`config.mk`:
```
export PLATFORM = sky130hd
export DESIGN_NAME = mdu_seq_32_flat
export DESIGN_NICKNAME = d
export VERILOG_FILES = /design/src/rtl/mdu_seq_32_if.sv /design/src/rtl/mdu_seq_32.sv /design/src/flat_wrapper.sv
export SDC_FILE = /design/constraint.sdc
export NUM_CORES = 1
export LEC_CHECK = 0
export ABC_AREA = 1
export CELL_PAD_IN_SITES_DETAIL_PLACEMENT = 2
export CELL_PAD_IN_SITES_GLOBAL_PLACEMENT = 2
export CORE_ASPECT_RATIO = 1.2
export CORE_UTILIZATION = 35
export DETAILED_ROUTE_END_ITERATION = 10
export PLACE_DENSITY_LB_ADDON = 0.1
export SLEW_MARGIN = 20
export SYNTH_ARGS = -nofsm -noshare
export SYNTH_HDL_FRONTEND = slang
export SYNTH_SLANG_ARGS = --single-unit
```
`constraint.sdc`:
```
create_clock -name clk -period 6.84 [get_ports clk]
set_input_delay 1.71 -clock clk [delete_from_list [all_inputs] [get_ports clk]]
set_output_delay 1.71 -clock clk [all_outputs]
set_load 0.1 [all_outputs]
```
`src/rtl/mdu_seq_32_if.sv`:
```
// Operation types plus the execute-stage <-> multiply/divide sequencer bundle.
// Latency: none; this file holds only declarations.
// Backpressure: o_stall holds the pipeline. There is no result backpressure.
// Ports (master = execute stage, slave = sequencer):
//   i_valid/i_alu_op/i_a/i_b/i_dest/i_flush : instruction in execute
//   o_ready/o_stall/o_valid/o_result/o_dest/o_div_by_zero : sequencer status/result
package mdu_pkg;
  typedef enum logic [3:0] {
    ALU_ADD, ALU_SUB, ALU_AND, ALU_OR, ALU_XOR, ALU_SLL, ALU_SRL, ALU_MUL, ALU_DIV
  } alu_op_e;
endpackage

interface mdu_seq_32_if #(
  parameter int WIDTH      = 32,
  parameter int REG_SELECT = 5
);
  import mdu_pkg::*;

  logic                  i_valid;
  alu_op_e               i_alu_op;
  logic [WIDTH-1:0]      i_a;
  logic [WIDTH-1:0]      i_b;
  logic [REG_SELECT-1:0] i_dest;
  logic                  i_flush;
  logic                  o_ready;
  logic                  o_stall;
  logic                  o_valid;
  logic [WIDTH-1:0]      o_result;
  logic [REG_SELECT-1:0] o_dest;
  logic                  o_div_by_zero;

  modport master (
    output i_valid, i_alu_op, i_a, i_b, i_dest, i_flush,
    input  o_ready, o_stall, o_valid, o_result, o_dest, o_div_by_zero
  );

  modport slave (
    input  i_valid, i_alu_op, i_a, i_b, i_dest, i_flush,
    output o_ready, o_stall, o_valid, o_result, o_dest, o_div_by_zero
  );
endinterface

```
`src/rtl/mdu_seq_32.sv`:
```
// Iterative shift-add multiplier / signed restoring divider for the execute stage.
// Latency: result valid WIDTH edges after the accept edge; divide-by-zero completes on the edge after accept.
// Backpressure: o_stall holds the pipeline while busy. The result is a one-cycle pulse with no backpressure.
// Ports: clk, rst_n (async active-low), bus (mdu_seq_32_if.slave): instruction in, result/status out.
module mdu_seq_32
  import mdu_pkg::*;
#(
  parameter int WIDTH   = 32,
  parameter int NUM_REG = 32
) (
  input  logic          clk,
  input  logic          rst_n,
  mdu_seq_32_if.slave   bus
);
  localparam int REG_SELECT = $clog2(NUM_REG);
  localparam int CNT_W      = $clog2(WIDTH);

  typedef enum logic [1:0] {S_IDLE, S_MUL, S_DIV, S_DONE} state_e;

  state_e                state, state_nxt;
  logic [CNT_W-1:0]      cnt;
  logic [WIDTH-1:0]      op_a;     // multiplicand (MUL) / dividend shifting into quotient (DIV)
  logic [WIDTH-1:0]      op_b;     // multiplier (MUL) / divisor magnitude (DIV)
  logic [WIDTH:0]        acc;      // product accumulator / partial remainder
  logic                  neg_q;
  logic [REG_SELECT-1:0] dest_q;

  logic                  is_md, is_div, accept, last, b_zero;
  logic [WIDTH-1:0]      a_mag, b_mag;
  logic [WIDTH-1:0]      mul_sum;
  logic [WIDTH:0]        div_sh, div_diff, rem_nxt;
  logic                  div_ge;
  logic [WIDTH-1:0]      q_nxt;

  assign is_md  = (bus.i_alu_op == ALU_MUL) || (bus.i_alu_op == ALU_DIV);
  assign is_div = (bus.i_alu_op == ALU_DIV);
  assign b_zero = (bus.i_b == '0);
  assign accept = bus.i_valid & is_md & bus.o_ready & ~bus.i_flush;
  assign last   = (cnt == CNT_W'(WIDTH - 1));

  assign bus.o_ready = (state == S_IDLE);
  assign bus.o_valid = (state == S_DONE) & ~bus.i_flush;
  assign bus.o_stall = bus.i_valid & is_md & ~bus.o_valid;

  // Magnitudes of the most negative value wrap to itself, which is the
  // correct unsigned magnitude, so 0x80000000 / -1 yields 0x80000000.
  assign a_mag = bus.i_a[WIDTH-1] ? -bus.i_a : bus.i_a;
  assign b_mag = bus.i_b[WIDTH-1] ? -bus.i_b : bus.i_b;

  // Multiply step: only the low WIDTH bits are kept, so no sign handling is needed.
  assign mul_sum = acc[WIDTH-1:0] + (op_b[0] ? op_a : '0);

  // Restoring divide step. The remainder stays below the divisor, so the shifted
  // value never sets bit WIDTH; a set bit WIDTH in the difference means a borrow.
  assign div_sh   = {acc[WIDTH-1:0], op_a[WIDTH-1]};
  assign div_diff = div_sh - {1'b0, op_b};
  assign div_ge   = ~div_diff[WIDTH];
  assign rem_nxt  = div_ge ? div_diff : div_sh;
  assign q_nxt    = {op_a[WIDTH-2:0], div_ge};

  always_comb begin
    state_nxt = state;
    case (state)
      S_IDLE: begin
        if (accept) begin
          if (!is_div)     state_nxt = S_MUL;
          else if (b_zero) state_nxt = S_DONE;
          else             state_nxt = S_DIV;
        end
      end
      S_MUL, S_DIV: if (last) state_nxt = S_DONE;
      S_DONE:       state_nxt = S_IDLE;
      default:      state_nxt = S_IDLE;
    endcase
    if (bus.i_flush) state_nxt = S_IDLE;
  end

  always_ff @(posedge clk or negedge rst_n) begin
    if (!rst_n) begin
      state             <= S_IDLE;
      cnt               <= '0;
      op_a              <= '0;
      op_b              <= '0;
      acc               <= '0;
      neg_q             <= 1'b0;
      dest_q            <= '0;
      bus.o_result      <= '0;
      bus.o_dest        <= '0;
      bus.o_div_by_zero <= 1'b0;
    end else begin
      state <= state_nxt;
      case (state)
        S_IDLE: begin
          if (accept) begin
            cnt    <= '0;
            acc    <= '0;
            dest_q <= bus.i_dest;
            neg_q  <= bus.i_a[WIDTH-1] ^ bus.i_b[WIDTH-1];
            op_a   <= is_div ? a_mag : bus.i_a;
            op_b   <= is_div ? b_mag : bus.i_b;
            if (is_div && b_zero) begin
              bus.o_result      <= '1;
              bus.o_dest        <= bus.i_dest;
              bus.o_div_by_zero <= 1'b1;
            end
          end
        end
        S_MUL: begin
          if (!bus.i_flush) begin
            acc  <= {1'b0, mul_sum};
            op_a <= op_a << 1;
            op_b <= op_b >> 1;
            cnt  <= cnt + 1'b1;
            if (last) begin
              bus.o_result      <= mul_sum;
              bus.o_dest        <= dest_q;
              bus.o_div_by_zero <= 1'b0;
            end
          end
        end
        S_DIV: begin
          if (!bus.i_flush) begin
            acc  <= rem_nxt;
            op_a <= q_nxt;
            cnt  <= cnt + 1'b1;
            if (last) begin
              bus.o_result      <= neg_q ? -q_nxt : q_nxt;
              bus.o_dest        <= dest_q;
              bus.o_div_by_zero <= 1'b0;
            end
          end
        end
        default: ;
      endcase
    end
  end
endmodule
```
`src/flat_wrapper.sv`:
```
// flat-port wrapper written by rule: the top's interface ports become plain ports
module mdu_seq_32_flat import mdu_pkg::*;
#(
  parameter int WIDTH   = 32,
  parameter int NUM_REG = 32
)
  (clk, rst_n, bus_i_valid, bus_i_alu_op, bus_i_a, bus_i_b, bus_i_dest, bus_i_flush, bus_o_ready, bus_o_stall, bus_o_valid, bus_o_result, bus_o_dest, bus_o_div_by_zero);
  mdu_seq_32_if #(.WIDTH(WIDTH)) bus_i ();
  input  logic clk;
  input  logic rst_n;
  input wire logic [$bits(bus_i.i_valid)-1:0] bus_i_valid;
  input wire logic [$bits(bus_i.i_alu_op)-1:0] bus_i_alu_op;
  input wire logic [$bits(bus_i.i_a)-1:0] bus_i_a;
  input wire logic [$bits(bus_i.i_b)-1:0] bus_i_b;
  input wire logic [$bits(bus_i.i_dest)-1:0] bus_i_dest;
  input wire logic [$bits(bus_i.i_flush)-1:0] bus_i_flush;
  output wire logic [$bits(bus_i.o_ready)-1:0] bus_o_ready;
  output wire logic [$bits(bus_i.o_stall)-1:0] bus_o_stall;
  output wire logic [$bits(bus_i.o_valid)-1:0] bus_o_valid;
  output wire logic [$bits(bus_i.o_result)-1:0] bus_o_result;
  output wire logic [$bits(bus_i.o_dest)-1:0] bus_o_dest;
  output wire logic [$bits(bus_i.o_div_by_zero)-1:0] bus_o_div_by_zero;
  assign bus_i.i_valid = bus_i_valid;
  assign bus_i.i_alu_op = bus_i_alu_op;
  assign bus_i.i_a = bus_i_a;
  assign bus_i.i_b = bus_i_b;
  assign bus_i.i_dest = bus_i_dest;
  assign bus_i.i_flush = bus_i_flush;
  assign bus_o_ready = bus_i.o_ready;
  assign bus_o_stall = bus_i.o_stall;
  assign bus_o_valid = bus_i.o_valid;
  assign bus_o_result = bus_i.o_result;
  assign bus_o_dest = bus_i.o_dest;
  assign bus_o_div_by_zero = bus_i.o_div_by_zero;
  mdu_seq_32 #(.WIDTH(WIDTH), .NUM_REG(NUM_REG)) u_core (.clk(clk), .rst_n(rst_n), .bus(bus_i));
endmodule
```
==> run metrics, run 1 <==
async set or reset register ratio after synthesis=100%; final hold viol count=0; ys flop type=dfrtp_1; final period utilization=82.9%; LEAKAGE=7.52 nW; H-tree levels=4; # setup viols final=0; fill cell count=4680; HPWL after detailed placement=47600 um; antenna-violating nets left=0; setup TNS=0 ps; max frequency=176 MHz; Syn Std Cell Area=13500 sq um; clock slew at the register clock pins of the worst setup and hold paths=80 ps; top cells by count, synth=502 x nand2_1, 245 x inv_1, 237 x nor2_1; worst skew pair latency=480 ps; final cell count without fillers=2693; Critical Path, Cell by Cell=clkdlybuf4s50_1 > nor2_1 > nand2_2 > nand2_2 > nand2_1 > nor2_1 > clkdlybuf4s50_1; design area=15700 sq um; Synth area leader=dfrtp_1; top-area cell type share of the netlist area=27.3%; antenna cells=0; Critical Path End Type=output pin; Final Util=41.5%; Ports=118; Resized Gates After CTS=0; CTS tree=yes; pins over their slew limit=0; floorplan core area=37900 sq um; die width=181 um; DRT Pass-1 Iters=4; CP Max Fanout=5; Pwr per Cell Area=397 nW/um^2; CP Launch Type=primary input; clock buffer depth=2; syn_nets=2268; layout net count=2354; Total GRT Usage=30.8%; Area after DPL=15100 sq um; CTS sink count=147; sequential share of the synthesized area=27.3%; status=finished clean; Area Overhead vs Synth=16.4%; root buffer cell=clkbuf_16; antenna violations before repair=0; CP max stage delay=1150 ps; first-pass GRT wire length=93300 um; Post-Syn Instances=2114; Slew headroom=23.9%; area of the multi-input gates=8560 sq um; buffers and inverters on the worst path=2; hold buffers post-CTS=0; Hold Path Class=reg2reg; Final Critical Period=5670 ps; Via Count=15100; Initial Util=35.6%; top-count cell post-synth=nand2_1; Area contributors post-synth=dfrtp_1 27%, nand2_1 14%, o21ai_0 7.7%, ha_1 7.0%, inv_1 6.8%; Vias per Instance=5.62; Crit path max-delay family=buffers and inverters; Clock Skews=15.8 ps; final WL=59200 um; Die H=217 um; Ys Warns=0; Netlist cell types=57; CP Data Required Time=5130 ps; crit path DAT=3960 ps; Max VDD drop=0.296 mV; PortBufs=117; Crit-path slowest cell=clkdlybuf4s50_1; MaxCap Viol Count=0; number of remaining DRC errors=0; GP Congestion=0.935; Yosys reg bits=147; share of cells above drive strength 1=4.20%; GR Overflow Total=0; Worst Tran Pin Value=1140 ps; largest net degree at the start of global routing=95; vias in the first global route=16600; 1st-iter DRT viols=683; Cells after DPL=2661; unrepaired setup endpoints after global routing=false; Post-CTS Setup Inserts=0; Std-Cell Rows=78; WS Path Type=in2out; number of synthesized flops with an enable pin=0; die footprint=39300 sq um; drt wl/cell=22.0 um; TritonCTS Buffers=17; Synth Area per Inst=6.38 sq um; register area=3680 sq um
## routing by layer
layer / part of all wire [%] / GRT usage, % / wire length, um / vias up
li1: - / - / - / 7230
met1: 43 / 35.9 / 25200 / 7594
met2: 51 / 56.5 / 30400 / 215
met3: 1.8 / 2.56 / 1050 / 100
met4: 4.4 / 14.7 / 2600 / 0
met5: 0 / 0 / 0 / -
## tightest hold or removal path, delay by kind of cell, from the launching register on
kind / cells / cell delay (ps)
and+or+nand+nor: 2 / 100
DFF: 1 / 350
## cells by family after synthesis
group                      synth area share, %
and+or+nand+nor                           30.7
AOI/OAI and AO/OA                         21.8
buffers and inverters                     9.37
DFF                                       27.3
adders and majority gates                 7.25
xor gates and xnor gates                  3.64
## layout make-up
type	instances	share of cell area, %
Multi-Input combinational cell	1643	54.5
Sequential cell	147	23.4
Timing Repair Buffer	136	8.37
Inverter	255	6.13
Tap cell	480	3.82
Clock buffer	17	2.71
Clock inverter	15	1.04
## sequential cells by signal, summed over array words and instances (netlist names)
signal	count
u_core.bus.o_result	32
u_core.state	2
u_core.bus.o_dest	5
u_core.op_a	32
u_core.op_b	32
u_core.dest_q	5
u_core.neg_q	1
u_core.acc	32
u_core.cnt	5
u_core.bus.o_div_by_zero	1
## power by group
part           switching, mW  internal [mW]  total, mW
Sequential             0.338           1.20       1.54
Combinational           2.78          0.944       3.73
Clock                  0.462          0.516      0.979
## through the flow
step	hold slack (ps)	power, mW	setup WS (ps)
2_1_floorplan	449	3.97	1180
3_3_place_gp	464	5.08	1330
3_5_place_dp	470	5.23	1210
4_1_cts	490	6.26	1170
5_1_grt	526	6.62	1110
6_report	486	6.24	1170
## final timing paths
check,start,endpoint,slack (ps),cells after the start
worst min-delay path,u_core.op_b[29],u_core.op_b[29],490,2
worst min register to register,u_core.op_b[29],u_core.op_b[29],490,2
min in group asynchronous,rst_n,u_core.acc[1],1280,1
worst max-delay path,bus_i_alu_op[0],bus_o_stall,1170,7
worst max register to register,u_core.op_a[31],u_core.bus.o_result[24],2250,24
max in group asynchronous,rst_n,u_core.op_a[18],4260,2
## layout by cell type (no fill, tap or decap), types with 5 or more instances in the layout
cell | synthesis | layout
inv_6 | 0 | 5
o21bai_1 | 9 | 9
or2_2 | 15 | 15
inv_1 | 245 | 245
nor2_1 | 237 | 236
dfrtp_1 | 147 | 147
o211ai_1 | 25 | 25
a21o_1 | 11 | 11
nand2_1 | 502 | 502
clkbuf_16 | 0 | 17
o221ai_1 | 9 | 9
ha_1 | 75 | 75
nor4_1 | 8 | 8
nor2_2 | 4 | 5
nand4_1 | 22 | 22
o21ai_1 | 19 | 18
o22ai_1 | 5 | 5
xor2_1 | 35 | 35
clkdlybuf4s50_1 | 0 | 116
a22o_1 | 6 | 6
xnor2_1 | 21 | 21
nor3_1 | 39 | 39
buf_4 | 6 | 19
o21ai_0 | 208 | 208
a22oi_1 | 8 | 8
a31oi_1 | 32 | 32
a21oi_1 | 177 | 177
nand3_1 | 134 | 134
Note: power is estimated with default switching activity, not from simulation.
==> run 2: changes to the inputs <==
Settings changed: CORE_UTILIZATION 35 to 33.
Clock period 6.84 ns to 5.3 ns, I/O delays scaled along.
==> run 2 against run 1 <==
Against the previous run: routed wire length is 0.48% lower; sequential power grew 30%; power is 29% higher; utilization down 1.9 points; design area increased by 0.83%; first-iteration DRC count up 2.0%; sequential share of layout area is 0.19 points lower; critical path type is now reg2reg.
==> run metrics, run 2 (synthesis gave the netlist of run 1 again) <==
status=finished clean; Area Overhead vs Synth=17.4%; hold buffers post-CTS=0 (unchanged); TritonCTS Buffers=17 (unchanged); drt wl/cell=21.4 um (-2.5%); first-pass GRT wire length=92100 um (-1.2%); Hold Path Class=reg2reg; Setup crit start=u_core.op_a[31]; Ports=118 (unchanged); Clock power frac=16.3% (+0.6 points); Psw=4.58 mW (+28%); Std-Cell Rows=80 (+2.6%); PortBufs=117 (unchanged); GR Overflow Total=0 (unchanged); Resized Gates After CTS=0 (unchanged); Slew headroom=30.6% (+6.7 points); crit path DAT=4800 ps (+840 ps); die footprint=41700 sq um (+6.0%); Critical Path End Type=flop; Area after DPL=15200 sq um (+0.69%); Vias per Instance=5.45 (-3.0%); DRT Pass-1 Iters=4 (unchanged); Initial Util=33.7% (-1.9 points); antenna cells=0 (unchanged); CP max stage delay=420 ps (-730 ps); CTS sink count=147 (unchanged); Reg power frac=24.8% (+0.2 points); Pwr per Cell Area=510 nW/um^2 (+28%); largest net degree at the start of global routing=77 (-19%); CP Data Required Time=5680 ps (+550 ps); final hold viol count=0 (unchanged); max frequency=226 MHz; HPWL after detailed placement=48300 um (+1.4%); setup TNS=0 ps (unchanged); worst skew pair latency=480 ps (about the same); Total GRT Usage=28.6% (-2.2 points); internal power=3.50 mW (+31%); met3 Usage GRT=2.22% (-0.34 points); floorplan core area=40000 sq um (+5.7%); number of remaining DRC errors=0 (unchanged); Crit-path slowest cell=fa_1; Most Used Layer, Global Route=met2; CP Launch Type=flop; CP Max Fanout=4 (-1); met2 Usage GRT=52.5% (-4.0 points); LEAKAGE=7.58 nW (+0.68%); layout net count=2358 (+0.17%); H-tree levels=4 (unchanged); Worst Hold Launch=u_core.dest_q[0]; RR Startpoint=u_core.op_a[31]; design area=15800 sq um (+0.83%); MaxCap Viol Count=0 (unchanged); Via Count=15000 (-0.96%); most common cell after layout, fill and taps aside=nand2_1; clock slew at the register clock pins of the worst setup and hold paths=70 ps (about the same); die width=187 um (+3.0%); CTS tree=yes; antenna-violating nets left=0 (unchanged); Critical Path, Cell by Cell=inv_1 > ha_1 > inv_1 > fa_1 > nand3_1 > nand3_2 > nand2_1 > nand2_1 > nand2_1 > nand2_1 > nand2_1 > nand3_1 > nand2_4 > ha_1 > nand3_1 > nor2_2 > nand4_1 > nor2_1 > nand2_1 > o21ai_1 > o21ai_0 > a21oi_1 > o21ai_0 > a31oi_1; Place WS=931 ps (-281 ps); # setup viols final=0 (unchanged); unrepaired setup endpoints after global routing=false; Crit path max-delay family=simple AND/OR/NAND/NOR gates; Final Critical Period=4420 ps; Max VDD drop=0.339 mV (+15%); buffers and inverters on the worst path=2 (unchanged); most used cell, CP=nand2_1; share of cells above drive strength 1=4.51% (+0.31 points); 1st-iter DRT viols=697 (+2.0%); vias in the first global route=16200 (-2.5%); Comb pwr share=58.9% (-0.8 points); Clock Skews=10.4 ps (-5.42 ps); Final Util=39.6% (-1.9 points); Die H=223 um (+3.0%); pins over their slew limit=0 (unchanged); Worst Tran Pin Value=1040 ps (-100 ps); root buffer cell=clkbuf_16; met1 usage=34.1% (-1.8 points); Switching Share=56.7% (-0.67 points); final setup margin=884 ps (-284 ps); most frequent cells in the layout=502 x nand2_1, 245 x inv_1, 236 x nor2_1, 208 x o21ai_0, 177 x a21oi_1; Post-CTS Setup Inserts=0 (unchanged); worst hold margin=484 ps (-1.99 ps); WS Path Type=reg2reg; final period utilization=83.3%; GP Congestion=0.910 (-2.7%); final WL=58900 um (-0.48%); antenna violations before repair=0 (unchanged); clock buffer depth=2 (unchanged)
==> run 2: final timing paths <==
| check | endpoint | slack, ps | depth (start not counted) |
|---|---|---|---|
| min reg2reg | u_core.dest_q[0] | 480 | 2 |
| max reg2reg | u_core.bus.o_result[24] | 880 | 24 |
| max in group asynchronous | u_core.bus.o_result[0] | 3540 | 2 |
| min in group asynchronous | u_core.acc[3] | 850 | 1 |
| max | u_core.bus.o_result[24] | 880 | 24 |
| min | u_core.dest_q[0] | 480 | 2 |
==> run 2: metal layers <==
layer  wire [um]  part of all wire [%]  vias up
met5           0                     0        -
met4        2140                   3.6        0
met3         964                   1.6       75
met2       30100                    51      188
met1       25600                    44     7506
li1            -                     -     7224
==> run 2: power by group through the flow <==
| stage | combinational, mW | clock, mW | sequential, mW |
|---|---|---|---|
| 5_1_grt | 5.17 | 1.38 | 2.05 |
| 4_1_cts | 4.80 | 1.33 | 2.00 |
| 6_report | 4.76 | 1.31 | 2.00 |
| 3_3_place_gp | 4.61 | 0 | 1.99 |
| 3_5_place_dp | 4.75 | 0 | 2.01 |
| 2_1_floorplan | 2.31 | 0 | 2.82 |
==> run 2: final cells by class <==
class / instances / area (sq um)
well taps: 533 / 667
clock inverters: 15 / 190
repair buffers: 140 / 1350
clock buffers: 17 / 425
inverters: 255 / 962
flip-flops and latches: 147 / 3680
fillers: 4938 / 24200
multi-input cells: 1643 / 8560
==> run 2: per-stage QoR <==
step / power [mW] / std cells
global route: 8.60 / 2750
finish: 8.08 / 2750
CTS: 8.13 / 2750
detailed placement: 6.76 / 2718
global placement: 6.61 / 2718
floorplan: 5.13 / 2114
==> run 2: tightest hold or removal path, stage by stage (launching register included) <==
cell and delay [ps]:
dfrtp_1 350, nand2_1 50, nand2_1 50
==> run 3: changes to the inputs <==
Settings changed: CORE_UTILIZATION 33 to 29.
Clock period 5.3 ns to 4 ns, I/O delays scaled along.
==> run 3 against run 2 <==
Against the previous run: hold slack got worse by 47 ps; critical path depth did not move; register-to-register slack got worse by 730 ps; global-route usage fell by 0.82 points; utilization fell by 3.6 points; sequential power rose by 32%; first-iteration DRC count fell by 26%; sequential share of layout area fell by 0.95 points; design area rose by 4.3%; via count rose by 2.2%; maximum frequency rose by 15%; critical path type unchanged; clock power rose by 23%.
==> run metrics, run 3 (synthesis gave the netlist of run 1 again) <==
status=finished clean; largest net degree at the start of global routing=69 (-10%); fill cell count=5648 (+14%); Slew headroom=32.1% (+1.5 points); crit path DAT=4260 ps (-540 ps); Vias per Instance=5.28 (-3.2%); Std-Cell Rows=86 (+7.5%); final cell count without fillers=2906 (+5.7%); antenna violations before repair=0 (unchanged); CP Max Fanout=3 (-1); met1 usage=32.0% (-2.2 points); die width=199 um (+6.6%); HPWL after detailed placement=53000 um (+9.6%); Place WS=-28.6 ps (-959 ps); worst skew pair latency=500 ps (+20 ps); most frequent cells in the layout=501 x nand2_1, 244 x inv_1, 234 x nor2_1, 205 x o21ai_0, 177 x a21oi_1; layout net count=2431 (+3.1%); Clock Skews=13.0 ps (+2.54 ps); Area Overhead vs Synth=22.4%; floorplan core area=45900 sq um (+15%); Initial Util=29.4% (-4.3 points); most common cell after layout, fill and taps aside=nand2_1; # setup viols final=0 (unchanged); final WL=64000 um (+8.6%); antenna cells=0 (unchanged); drt wl/cell=22.0 um (+2.8%); Setup crit start=u_core.op_b[19]; LEAKAGE=7.95 nW (+5.0%); Max VDD drop=0.450 mV (+33%); vias in the first global route=16900 (+4.1%); Worst Tran Pin Value=1010 ps (-22.6 ps); PortBufs=117 (unchanged); Ports=118 (unchanged); DRT Pass-1 Iters=5 (+1); Critical Path End Type=flop; pins over their slew limit=0 (unchanged); Cells after DPL=2871 (+5.6%); first-pass GRT wire length=98300 um (+6.7%); CP Data Required Time=4410 ps (-1270 ps); final total power=11.0 mW (+36%); 1st-iter DRT viols=514 (-26%); Pwr per Cell Area=665 nW/um^2 (+30%); clock buffer depth=2 (unchanged); Final Critical Period=3850 ps (-567 ps); register area=3680 sq um (unchanged); final hold viol count=0 (unchanged); die footprint=47400 sq um (+14%); H-tree levels=4 (unchanged); CTS tree=yes; GR Overflow Total=0 (unchanged); Total GRT Usage=27.8% (-0.82 points); share of cells above drive strength 1=8.12% (+3.6 points); clock slew at the register clock pins of the worst setup and hold paths=70 ps (about the same); final period utilization=96.2% (+13 points); met2 Usage GRT=50.3% (-2.2 points); Via Count=15300 (+2.2%); number of remaining DRC errors=0 (unchanged); CP Launch Type=flop; area of the multi-input gates=8620 sq um (+0.64%); Die H=238 um (+6.6%); TritonCTS Buffers=17 (unchanged); MaxCap Viol Count=0 (unchanged); RR Startpoint=u_core.op_b[19]; GP Congestion=0.924 (+1.6%); Hold Path Class=in2async; CTS sink count=147 (unchanged); max frequency=260 MHz (+15%); Most Used Layer, Global Route=met2; met3 Usage GRT=3.67% (+1.5 points); root buffer cell=clkbuf_16; antenna-violating nets left=0 (unchanged); WS Path Type=reg2reg; final setup margin=151 ps (-733 ps)
[run 3: what timing repair did]
action,4_1_cts,5_1_grt
pin swaps,0,5
hold buffers,0,0
setup endpoints to repair,4,7
gates resized for setup,0,16
setup buffers,0,3
[run 3: path summary, 6_finish.rpt]
kind / endpoint / cells after the start / slack (ps)
worst max-delay path: u_core.bus.o_result[26] / 24 / 150
worst max register to register: u_core.bus.o_result[26] / 24 / 150
worst min register to register: u_core.dest_q[3] / 2 / 490
max in group asynchronous: u_core.op_b[19] / 2 / 2570
min in group clk: u_core.dest_q[3] / 2 / 490
worst min-delay path: u_core.acc[5] / 1 / 440
[run 3: cell type report]
type	instances	share of cell area [%]
Inverter	255	5.83
Tap cell	616	4.67
Timing Repair Buffer	213	11.7
Clock inverter	15	0.743
Clock buffer	17	2.58
Multi-Input combinational cell	1643	52.2
Sequential cell	147	22.3
[run 3: stage by stage]
| step | instance area, sq um | util, % | hold WS [ps] | setup TNS, ps |
|---|---|---|---|---|
| after floorplan | 13500 | - | 449 | 0 |
| after global placement | 15900 | 34.6 | 462 | 0 |
| after detailed placement | 15900 | 34.6 | 480 | -56.0 |
| after CTS | 16400 | 35.8 | 454 | -127 |
| after global routing | 16500 | 35.9 | 468 | -201 |
| final | 16500 | 35.9 | 437 | 0 |
[run 3: report_power, final]
| part | internal, mW | leakage (nW) | switching [mW] |
|---|---|---|---|
| combinational | 1.86 | 5.87 | 4.87 |
| sequential | 2.05 | 1.81 | 0.589 |
| clock | 0.808 | 0.274 | 0.799 |
[run 3: routing by layer]
layer	up-vias	share of wire, %
met2	202	51
met1	7667	42
met4	0	4.2
li1	7373	-
met5	-	0
met3	88	1.9
[run 3: critical path, cell delays in order, from the launching register on]
cell     delay (ps)
dfrtp_1         370
inv_1            70
ha_1            340
nand2_2          70
buf_4           140
nor2_2          190
nand2_1         120
nor3b_4         280
nand2_2         110
nand2_1          90
nand2_1          80
nand2_4         110
ha_2            210
nand3_2         110
nor2_2          120
nand4_1         140
nor2_1          130
buf_4           130
nand2_1          80
buf_4           170
o21ai_2         140
o21ai_1         120
a21oi_1         170
o21ai_1          90
a31oi_1         200
==> patch (config.mk and constraints of run 3) <==
Re-encode `state_e` (4 states) as one-hot, 4 bits wide.
--- a/src/rtl/mdu_seq_32.sv
+++ b/src/rtl/mdu_seq_32.sv
@@ -15,7 +15,7 @@
   localparam int REG_SELECT = $clog2(NUM_REG);
   localparam int CNT_W      = $clog2(WIDTH);
 
-  typedef enum logic [1:0] {S_IDLE, S_MUL, S_DIV, S_DONE} state_e;
+  typedef enum logic [3:0] {S_IDLE = 4'b0001, S_MUL = 4'b0010, S_DIV = 4'b0100, S_DONE = 4'b1000} state_e;
 
   state_e                state, state_nxt;
   logic [CNT_W-1:0]      cnt;
Function: no difference found for any inputs over 4 cycles, from zero or initial values and one cycle with rst_n low; so few cycles prove little.
==> patch against run 3 <==
  * Hold slack better by 0.049 ns
  * Combinational power up 58%
  * Synthesized area up 0.90%
  * Total power up 39%
  * Final area down 1.4%
  * Worst setup slack better by 0.18 ns
  * Sequential cell count up 2
  * Wire length down 7.3%
  * Highest routed layer unchanged
==> patch: results (changes against run 3) <==
Outcome: completed (unchanged)
HPWL Detailed: 48.6 mm (was 53.0 mm)
Vias per cell: 5.25 (was 5.28)
Synth Area per Inst: 6.61 µm² (was 6.38 µm²)
Post-Route WL: 59.3 mm (was 64.0 mm)
Synth Area in Adders: 0.0664 (was 0.0725)
Synth cell count leaders: nand2_1 (438), inv_1 (256), nor2_1 (234) (was nand2_1 (502), inv_1 (245), nor2_1 (237))
Crit-path slowest cell: dfrtp_1 (unchanged)
Worst slew pin tran: 1.02 ns (was 1.01 ns)
Comb power frac: 0.697 (was 0.613)
Worst-skew pair later-pin latency: 0.47 ns (was 0.50 ns)
LEAKAGE: 7.64 nW (was 7.95 nW)
Hold depth: 2
Vias: 14700 (was 15300)
Switching Share: 0.593 (was 0.570)
Ant diodes: 0 (unchanged)
Vias in the first global route: 16200 (was 16900)
Cell Area, Placed: 15600 µm² (was 15900 µm²)
Yosys warns: 0 (unchanged)
Synth Area in XOR/XNOR: 0.0315 (was 0.0364)
Syn Nets: 2207 (was 2268)
Final net count: 2329 (was 2431)
Fin Hold WS: 0.485 ns (was 0.437 ns)
Worst VDD drop: 494 µV (was 450 µV)
First-pass GRT wire length: 93.2 mm (was 98.3 mm)
Pre-antenna DRT Iters: 4 (was 5)
Yosys cell types: 69 (was 57)
Reg-to-Reg End: u_core.bus.o_result[24]$_DFFE_PN0P_ (was u_core.bus.o_result[26]$_DFFE_PN0P_)
Compound-Gate Fraction of Synth Area: 0.229 (was 0.218)
CTS H-tree lvls: 4 (unchanged)
Initial antenna violation count: 1 (was 0)
Layout cells sized above 1: 0.0875 (was 0.0812)
Crit path max fanout: 4 (was 3)
Worst Clk Skew: 0.00917 ns (was 0.0130 ns)
Async SR Flop Fraction: 1.00 (unchanged)
Worst-case reg-to-reg path depth: 27 (was 24)
Final Wtd Congestion: 0.879 (was 0.924)
Hold Path Origin: u_core.bus.o_dest[0]$_DFFE_PN0P_
CTS root buf: clkbuf_16 (unchanged)
All-Layer GR Usage: 0.258 (was 0.278)
Largest cells by area after synthesis: dfrtp_1 (27%), nand2_1 (12%), inv_1 (7.1%) (was dfrtp_1 (27%), nand2_1 (14%), o21ai_0 (7.7%))
Part of the power in the clock network: 0.107 (was 0.146)
Top_reg_cell synth: dfrtp_1 (unchanged)
Placed cells: 2775 (was 2871)
Seq/Total Area, Yosys: 0.274 (was 0.273)
Pin count of the biggest net entering global routing: 74 (was 69)
WP data arrival: 4.06 ns (was 4.26 ns)
Hold Path Sink: u_core.bus.o_dest[0]$_DFFE_PN0P_
Cell Int Power: 6.22 mW (was 4.72 mW)
Fmax: 0.273 GHz (was 0.260 GHz)
Place WS: 0.0953 ns (was -0.0286 ns)
Hold Path Class: reg2reg (was in2async)
CP Launch Point: u_core.op_a[31]$_DFFE_PN0P_ (was u_core.op_b[19]$_DFFE_PN0P_)
First DRT Iteration DRCs: 472 (was 514)
Fillers: 5570 (was 5648)
Mux share of post-synthesis cell area: 0 (unchanged)
patch: cell types whose count changed after synthesis, moves of 12 or more:
cell	change
a31oi_1	+12
buf_2	+18
clkbuf_1	-18
nand2_1	-64
nand3_1	-23
nor3_1	-14
o211ai_1	+15
o21ai_0	-49
o21ai_1	+26
patch: repair_timing:
| action | 4_1_cts | 5_1_grt |
|---|---|---|
| setup buffers | 0 | 3 |
| setup endpoints to repair | 0 | 7 |
| hold endpoints to repair | 0 | 0 |
| resized for setup | 0 | 11 |
patch: routing by layer:
layer,track usage,vias up,part of all wire
met4,0.0881,0,0.029
met2,0.478,174,0.52
met5,0,-,0
li1,-,7153,-
met1,0.306,7358,0.43
met3,0.0246,61,0.017
patch: final cells by class:
cell class | instances | area, µm² | share of cell area
clock buffer | 17 | 425 | 0.0261
clock inverter | 15 | 148 | 0.00907
inverter | 274 | 1040 | 0.0636
multi-input combinational | 1567 | 8520 | 0.523
sequential | 149 | 3730 | 0.229
tap | 616 | 771 | 0.0473
timing repair buffer | 172 | 1650 | 0.102
